==> config.mk <==
export PLATFORM = sky130hd
export DESIGN_NAME = fetch_ctrl
export DESIGN_NICKNAME = d
export VERILOG_FILES = /design/src/rtl/fetch_ctrl.sv
export SDC_FILE = /design/constraint.sdc
export NUM_CORES = 1
export LEC_CHECK = 0
export BUFFER_PORTS_ARGS = -buffer_cell sky130_fd_sc_hd__buf_2
export CORE_ASPECT_RATIO = 1.5
export CORE_MARGIN = 10
export CORE_UTILIZATION = 38
export DETAILED_ROUTE_END_ITERATION = 10
export HOLD_SLACK_MARGIN = 0.1
export PLACE_DENSITY = 0.67
export SYNTH_ARGS = -nofsm -noshare
export SYNTH_HDL_FRONTEND = slang
export SYNTH_SLANG_ARGS = --single-unit
==> constraint.sdc <==
create_clock -name clk -period 9.1 [get_ports clk]
set_clock_uncertainty 0.05 [all_clocks]
set_input_delay 0.91 -clock clk [delete_from_list [all_inputs] [get_ports clk]]
set_output_delay 0.91 -clock clk [all_outputs]
set_load 0.1 [all_outputs]
==> src/rtl/fetch_ctrl.sv <==
// rtl/fetch_ctrl.sv - instruction-fetch sequencer: PC owner, credit-limited requests, response FIFO, redirect flush
module fetch_ctrl #(
   parameter logic [31:0] RESET_PC = 32'h0000_0000,
   parameter int          DEPTH    = 2
) (
   input  logic        clk,
   input  logic        reset,
   output logic        imem_req_valid,
   input  logic        imem_req_ready,
   output logic [31:0] imem_req_addr,
   input  logic        imem_rsp_valid,
   input  logic [31:0] imem_rsp_data,
   input  logic        redirect_valid,
   input  logic [31:0] redirect_pc,
   output logic        dec_valid,
   input  logic        dec_ready,
   output logic [31:0] dec_inst,
   output logic [31:0] dec_pc
);
   localparam int AW = $clog2(DEPTH);
   localparam int CW = AW + 1;

   typedef enum logic [1:0] {BOOT, FETCH, FLUSH} state_t;

   state_t        state;
   logic [31:0]   pc;
   logic [31:0]   rsp_pc;
   logic [CW-1:0] out_cnt;
   logic [CW-1:0] fifo_cnt;
   logic [CW-1:0] drop_cnt;
   logic [CW-1:0] out_next;
   logic [AW-1:0] rd_ptr;
   logic [AW-1:0] wr_ptr;
   logic [31:0]   pc_mem   [DEPTH];
   logic [31:0]   inst_mem [DEPTH];
   logic          pop;
   logic          push;
   logic          req_fire;
   logic [CW:0]   credit_used;
   logic [CW:0]   credit_limit;
   logic [31:0]   target;

   assign target        = {redirect_pc[31:2], 2'b00};
   assign dec_valid     = (fifo_cnt != '0) && !redirect_valid && (state != FLUSH);
   assign pop           = dec_valid && dec_ready;
   // A slot freed by decode this cycle can be re-requested in the same cycle.
   assign credit_used   = {1'b0, out_cnt} + {1'b0, fifo_cnt};
   assign credit_limit  = (CW+1)'(DEPTH) + {{CW{1'b0}}, pop};
   assign imem_req_valid = (state == FETCH) && (credit_used < credit_limit);
   assign req_fire      = imem_req_valid && imem_req_ready;
   assign push          = (state == FETCH) && imem_rsp_valid && !redirect_valid;
   assign out_next      = out_cnt + CW'(req_fire) - CW'(imem_rsp_valid);
   assign imem_req_addr = pc;
   assign dec_inst      = inst_mem[rd_ptr];
   assign dec_pc        = pc_mem[rd_ptr];

   always_ff @(posedge clk) begin
      if (reset) begin
         state    <= BOOT;
         pc       <= RESET_PC;
         rsp_pc   <= RESET_PC;
         out_cnt  <= '0;
         fifo_cnt <= '0;
         drop_cnt <= '0;
         rd_ptr   <= '0;
         wr_ptr   <= '0;
         for (int i = 0; i < DEPTH; i++) begin
            pc_mem[i]   <= '0;
            inst_mem[i] <= '0;
         end
      end else begin
         out_cnt <= out_next;
         case (state)
            BOOT: state <= FETCH;
            FETCH: begin
               if (redirect_valid) begin
                  // Everything still in flight, including this cycle's acceptance, is stale.
                  pc       <= target;
                  rsp_pc   <= target;
                  fifo_cnt <= '0;
                  rd_ptr   <= '0;
                  wr_ptr   <= '0;
                  drop_cnt <= out_next;
                  state    <= (out_next == '0) ? FETCH : FLUSH;
               end else begin
                  if (req_fire) pc <= pc + 32'd4;
                  if (push) begin
                     pc_mem[wr_ptr]   <= rsp_pc;
                     inst_mem[wr_ptr] <= imem_rsp_data;
                     wr_ptr           <= wr_ptr + AW'(1);
                     rsp_pc           <= rsp_pc + 32'd4;
                  end
                  if (pop) rd_ptr <= rd_ptr + AW'(1);
                  fifo_cnt <= fifo_cnt + CW'(push) - CW'(pop);
               end
            end
            FLUSH: begin
               if (redirect_valid) begin
                  pc     <= target;
                  rsp_pc <= target;
               end
               if (imem_rsp_valid) begin
                  drop_cnt <= drop_cnt - CW'(1);
                  if (drop_cnt == CW'(1)) state <= FETCH;
               end
            end
            default: state <= BOOT;
         endcase
      end
   end
endmodule

==> impl_metrics.yaml, run 1 <==
drt:
  num_vias: 7673
  viasPerCell: 5.43
  wl_mm: 25.2
  wl_per_cell_um: 17.8
  drt_pre_antenna_iters: 5
  drc: 0
  final_antenna_net_count: 0
  drtIter0Drc: 605
pwr:
  peakVddDrop_mv: 0.183
  sw_frac_of_total_pct: 44.3
  p_leak_uw: 0.00448
  power_frac_comb_pct: 38.1
  powerDensity_nw_per_um2: 275
  p_int_uw: 1760
  clockPowerShare_pct: 23.4
  p_sw_uw: 1400
  p_seq_share_pct: 38.5
floorplanning:
  rows: 72
  core_sq_um: 25700
  die_width_um: 151
  die_h_um: 217
  die_area_sq_um: 32800
  pin_count: 168
  initial_core_util_pct: 38.2
cells_and_area:
  n_fill_cell: 2510
  fin_util_pct: 44.7
  final_nets: 1150
  synthToLayoutAreaGrowth_pct: 16.9
  drive_above_1_share_pct: 25.8
  design_area_sq_um: 11500
clock_network:
  insertion_delay_ns: 0.44
  hold_buffers: 0
  postCtsSetupRepairBufs: 0
  clock-sinks: 195
  clock-root-buffer: "clkbuf_16"
  ctsResizeCount: 0
  cts-buffers-inserted: 17
  cts-htree-levels: 4
  ctsLongestPathBuffers: 2
  cts_tree: "built"
  clk_pin_slew_ns: 0.07
critical_path:
  critical_path_class: "flop to output port"
  crit_path_end_kind: "output port"
  arrival_ns: 3.11
  required_ns: 8.14
  start_kind: "flop"
  path_max_fanout: 88
timing:
  period_minus_slack_ns: 4.07
  whs_ns: 0.447
  setup_viol: 0
  period_share_pct: 44.7
  rsz0062_at_grt: "false"
  slew_headroom_pct: 30.8
  hold_viol_final: 0
  max_freq_mhz: 246
  worstMarginPinSlew_ns: 1.03
  fin_setup_tns_ns: 0
  slew_viol_final: 0
global_routing:
  grt_max_degree: 89
  grt_pass1_vias: 7418
  grt_pass1_wl_mm: 39.2
  grt_use_total_pct: 14.9
  antenna_found_initial: 1
  grt-ovfl-total: 0
logic_synthesis:
  ys_types: 63
  ys_ff_latch: 195
  synth_edf_count: 124
  synth_ff_type: "edfxtp_1"
  synthCells: 940
  syn_area_per_cell_sq_um: 10.4
  synth_area_leaders: "edfxtp_1, dfxtp_1, and2_1, mux2_2, a21oi_1"
  yosysTopAreaCellShare_pct: 37.9
  synth_area_sq_um: 9820
  ys_warn_count: 0
  synth_most_common_cell: "and2_1"
  synth-async-reset-ratio_pct: 0
  synthTopCellsByCount: "and2_1, edfxtp_1, dfxtp_1"
  yosysTopAreaCell: "edfxtp_1"
  yosysSeqAreaShare_pct: 52.4
placed_design:
  place_hpwl_mm: 16.8
  placement.cell_area_sq_um: 10900
  port_buffers: 161
  routabilityCongestion: 0.824
flow_run:
  cap_violations: 0
hold_path:
  min_path_type: "flop to flop"
status:
  status: "finished clean"
layer usage:
layer  vias up  wire length, um  share of wire (%)  track usage, %
li1       3718                -                  -               -
met1      3672            10100                 40            17.4
met2       244            12900                 51            25.7
met3        39             1480                5.9            3.09
met4         0              709                2.8            6.56
met5         -                0                  0               0
critical path, cell delays in order, from the launching register on:
cell and delay (ns):
dfxtp_1 0.39, inv_1 0.08, ha_1 0.35, or2_2 0.32
buf_4 0.37, o41a_1 0.55, nor2b_1 0.16, buf_2 0.45
final timing paths:
kind	cells past startpoint	end	slack [ns]	start
setup / recovery	7	imem_req_valid	5.03	state[0]$_SDFFE_PP0P_
hold / removal	1	drop_cnt[0]$_SDFFE_PP0P_	0.45	drop_cnt[0]$_SDFFE_PP0P_
setup reg to reg	15	state[0]$_SDFFE_PP0P_	5.14	state[0]$_SDFFE_PP0P_
hold reg to reg	1	drop_cnt[0]$_SDFFE_PP0P_	0.45	drop_cnt[0]$_SDFFE_PP0P_
final cells by class:
| type | count | area [sq um] | area share (%) |
|---|---|---|---|
| antenna | 1 | 2.50 | 0.0218 |
| clock buffer | 23 | 522 | 4.55 |
| clock inverter | 9 | 63.8 | 0.556 |
| inverter | 11 | 41.3 | 0.360 |
| multi-input combinational | 668 | 4380 | 38.2 |
| sequential | 195 | 5150 | 44.8 |
| tap | 333 | 417 | 3.63 |
| timing repair buffer | 174 | 903 | 7.87 |
logic make-up after synthesis:
| family | count (synthesis) | share of synthesized area [%] |
|---|---|---|
| simple gates | 390 | 21.7 |
| flops | 195 | 52.4 |
| compound gates | 191 | 12.8 |
| buf+inv | 80 | 3.28 |
| mux | 68 | 7.72 |
| fa+ha+maj | 13 | 1.73 |
| xor+xnor | 2 | 0.319 |
| other cells | 1 | 0.0382 |
layout by cell type (no fill, tap or decap), types with 7 or more instances in the layout:
cell       instances
a211oi_1          12
a21o_1             7
a21oi_1           50
a31oi_1           10
and2_1           132
and3_1            10
and4_1            10
buf_2            161
buf_4             13
clkbuf_16         20
dfxtp_1           70
edfxtp_1         124
ha_1              12
inv_1             11
mux2_2            62
nand2_1           59
nand2b_1           7
nand3_1           24
nand4_1           21
nor2_1            64
nor2b_1            9
nor3_1            19
nor4_1             9
o21ai_0           41
o31a_1             8
metrics by stage:
step,cells,setup WS (ns),power (uW)
detailed placement,1381,4.86,2430
global route,1414,4.86,3310
global placement,1381,4.94,2410
floorplan,943,4.42,2170
finish,1414,5.03,3150
CTS,1413,4.98,3180
sequential cells by signal (all words and copies together), names as in the netlist, named ones only:
name / cells
rd_ptr: 1
pc_mem: 60
drop_cnt: 2
inst_mem: 64
out_cnt: 2
imem_req_addr: 30
fifo_cnt: 2
rsp_pc: 30
state: 2
wr_ptr: 1
power groups by stage:
| stage | registers [uW] | logic, uW | clock network, uW |
|---|---|---|---|
| 3_3_place_gp | 1220 | 1190 | 0 |
| 5_1_grt | 1240 | 1280 | 793 |
| 4_1_cts | 1210 | 1210 | 761 |
| 6_report | 1220 | 1200 | 738 |
| 3_5_place_dp | 1230 | 1200 | 0 |
| 2_1_floorplan | 1470 | 707 | 0 |
(Power assumes the default switching activity.)
==> run 2, diff against run 1 <==
- PLACE_DENSITY: 0.67 -> 0.69
- clock period: 9.1 -> 3.7 ns (I/O delays scaled with it)
==> impl_metrics.yaml, run 2 (synthesis gave the netlist of run 1 again) <==
pwr:
  powerDensity_nw_per_um2: 689
  p_leak_uw: 0.00453
  p_total_uw: 8000
  peakVddDrop_mv: 0.483
timing:
  setup_viol: 0
  rsz0062_at_grt: "false"
  hold_viol_final: 0
  worstMarginPinSlew_ns: 0.912
  timing.final.ws_setup_ns: 0.519
  fin_setup_tns_ns: 0
  period_share_pct: 86.0
  max_freq_mhz: 314
  period_minus_slack_ns: 3.18
  slew_headroom_pct: 38.8
  slew_viol_final: 0
cells_and_area:
  largest_reg_flops: 64
  fin_cells: 1416
  mostFrequentLayoutCell: "buf_2"
  largest_registers: "inst_mem (64), pc_mem (60)"
  layout_common_cells: "buf_2, and2_1, edfxtp_1"
  regMostFlops: "inst_mem"
  synthToLayoutAreaGrowth_pct: 18.2
  final_nets: 1152
  drive_above_1_share_pct: 26.0
global_routing:
  grt_max_degree: 87
  antenna_found_initial: 1
  grt_use_total_pct: 15.2
  grt_pass1_vias: 7571
  grt_pass1_wl_mm: 40.1
  grt-ovfl-total: 0
drt:
  drc: 0
  final_antenna_net_count: 0
  wl_per_cell_um: 17.7
  wl_mm: 25.1
  num_vias: 7622
  viasPerCell: 5.38
  drtIter0Drc: 562
  drt_pre_antenna_iters: 5
placed_design:
  placedCellCount: 1383
  port_buffers: 161
  place_hpwl_mm: 17.2
  dp_slack_ns: 0.504
  routabilityCongestion: 0.864
floorplanning:
  rows: 72
  initial_core_util_pct: 38.2
  die_h_um: 217
  die_area_sq_um: 32800
  pin_count: 168
  core_sq_um: 25700
  die_width_um: 151
clock_network:
  clock-root-buffer: "clkbuf_16"
  ctsResizeCount: 0
  clk_pin_slew_ns: 0.07
  cts-htree-levels: 4
  cts_tree: "built"
  clock-sinks: 195
  ctsLongestPathBuffers: 2
  postCtsSetupRepairBufs: 0
  insertion_delay_ns: 0.44
  hold_buffers: 0
  cts-buffers-inserted: 17
status:
  status: "finished clean"
critical_path:
  cp_slowest_stage_delay_ns: 0.46
  start_kind: "flop"
  critical_path_class: "flop to flop"
  arrival_ns: 3.49
  r2r_slack_ns: 0.52
  r2r-start: "state[0]$_SDFFE_PP0P_"
  crit_top_cell: "ha_1"
  critPathSlowestCell: "o41a_1"
  path_cells: "inv_1 -> ha_1 -> or2_2 -> o41a_1 -> nor2b_4 -> nand2_1 -> ha_1 -> inv_1 -> ha_1 -> xnor3_1 -> nor2b_1 -> a211oi_1 -> or3_1 -> a21oi_1"
  required_ns: 4.01
  path_max_fanout: 4
  crit_path_end_kind: "flop"
  startpoint: "state[0]$_SDFFE_PP0P_"
hold_path:
  min-delay-start: "redirect_pc[17]"
  min_path_type: "primary input to flop"
flow_run:
  cap_violations: 0
[run 2: cell type report]
class | count | area, sq um
Clock buffer | 22 | 508
Antenna cell | 1 | 2.50
Fill cell | 2455 | 14100
Tap cell | 333 | 417
Sequential cell | 195 | 5150
Timing Repair Buffer | 176 | 956
Inverter | 11 | 41.3
Multi-Input combinational cell | 668 | 4390
Clock inverter | 10 | 140
[run 2: path summary, 6_finish.rpt]
check                       endpoint  cells after the start
max reg2reg    state[0]$_SDFFE_PP0P_                     14
max            state[0]$_SDFFE_PP0P_                     14
min          rsp_pc[17]$_SDFFE_PP0P_                      3
min reg2reg    state[0]$_SDFFE_PP0P_                      2
[run 2: worst max-delay path, delay by kind of cell (launching register included)]
family | cells | cell delay [ns]
adder cells (fa/ha/maj) | 3 | 0.63
AND/OR/NAND/NOR | 5 | 1.02
AO/OA/AOI/OAI | 3 | 0.67
XOR/XNOR | 1 | 0.25
flip-flops | 1 | 0.38
buffers and inverters | 2 | 0.12
[run 2: routing by layer]
layer	wire length, um	global-route usage [%]	up-vias
met4	591	6.27	0
met5	0	0	-
li1	-	-	3721
met1	10000	17.8	3665
met2	13000	26.2	206
met3	1420	3.22	30
[run 2: power breakdown]
part           internal, uW  leakage (uW)  total (uW)  switching (uW)
sequential             2640       0.00187        3000             357
clock                  1190      0.000310        2000             811
combinational           709       0.00235        3000            2290
[run 2: stage by stage]
stage / area [sq um] / utilization [%] / hold WS (ns)
after floorplan: 9830 / - / 0.405
after global placement: 10900 / 42.6 / 0.425
after detailed placement: 10900 / 42.6 / 0.445
after CTS: 11600 / 45.2 / 0.149
after global routing: 11600 / 45.2 / 0.158
final: 11600 / 45.2 / 0.172
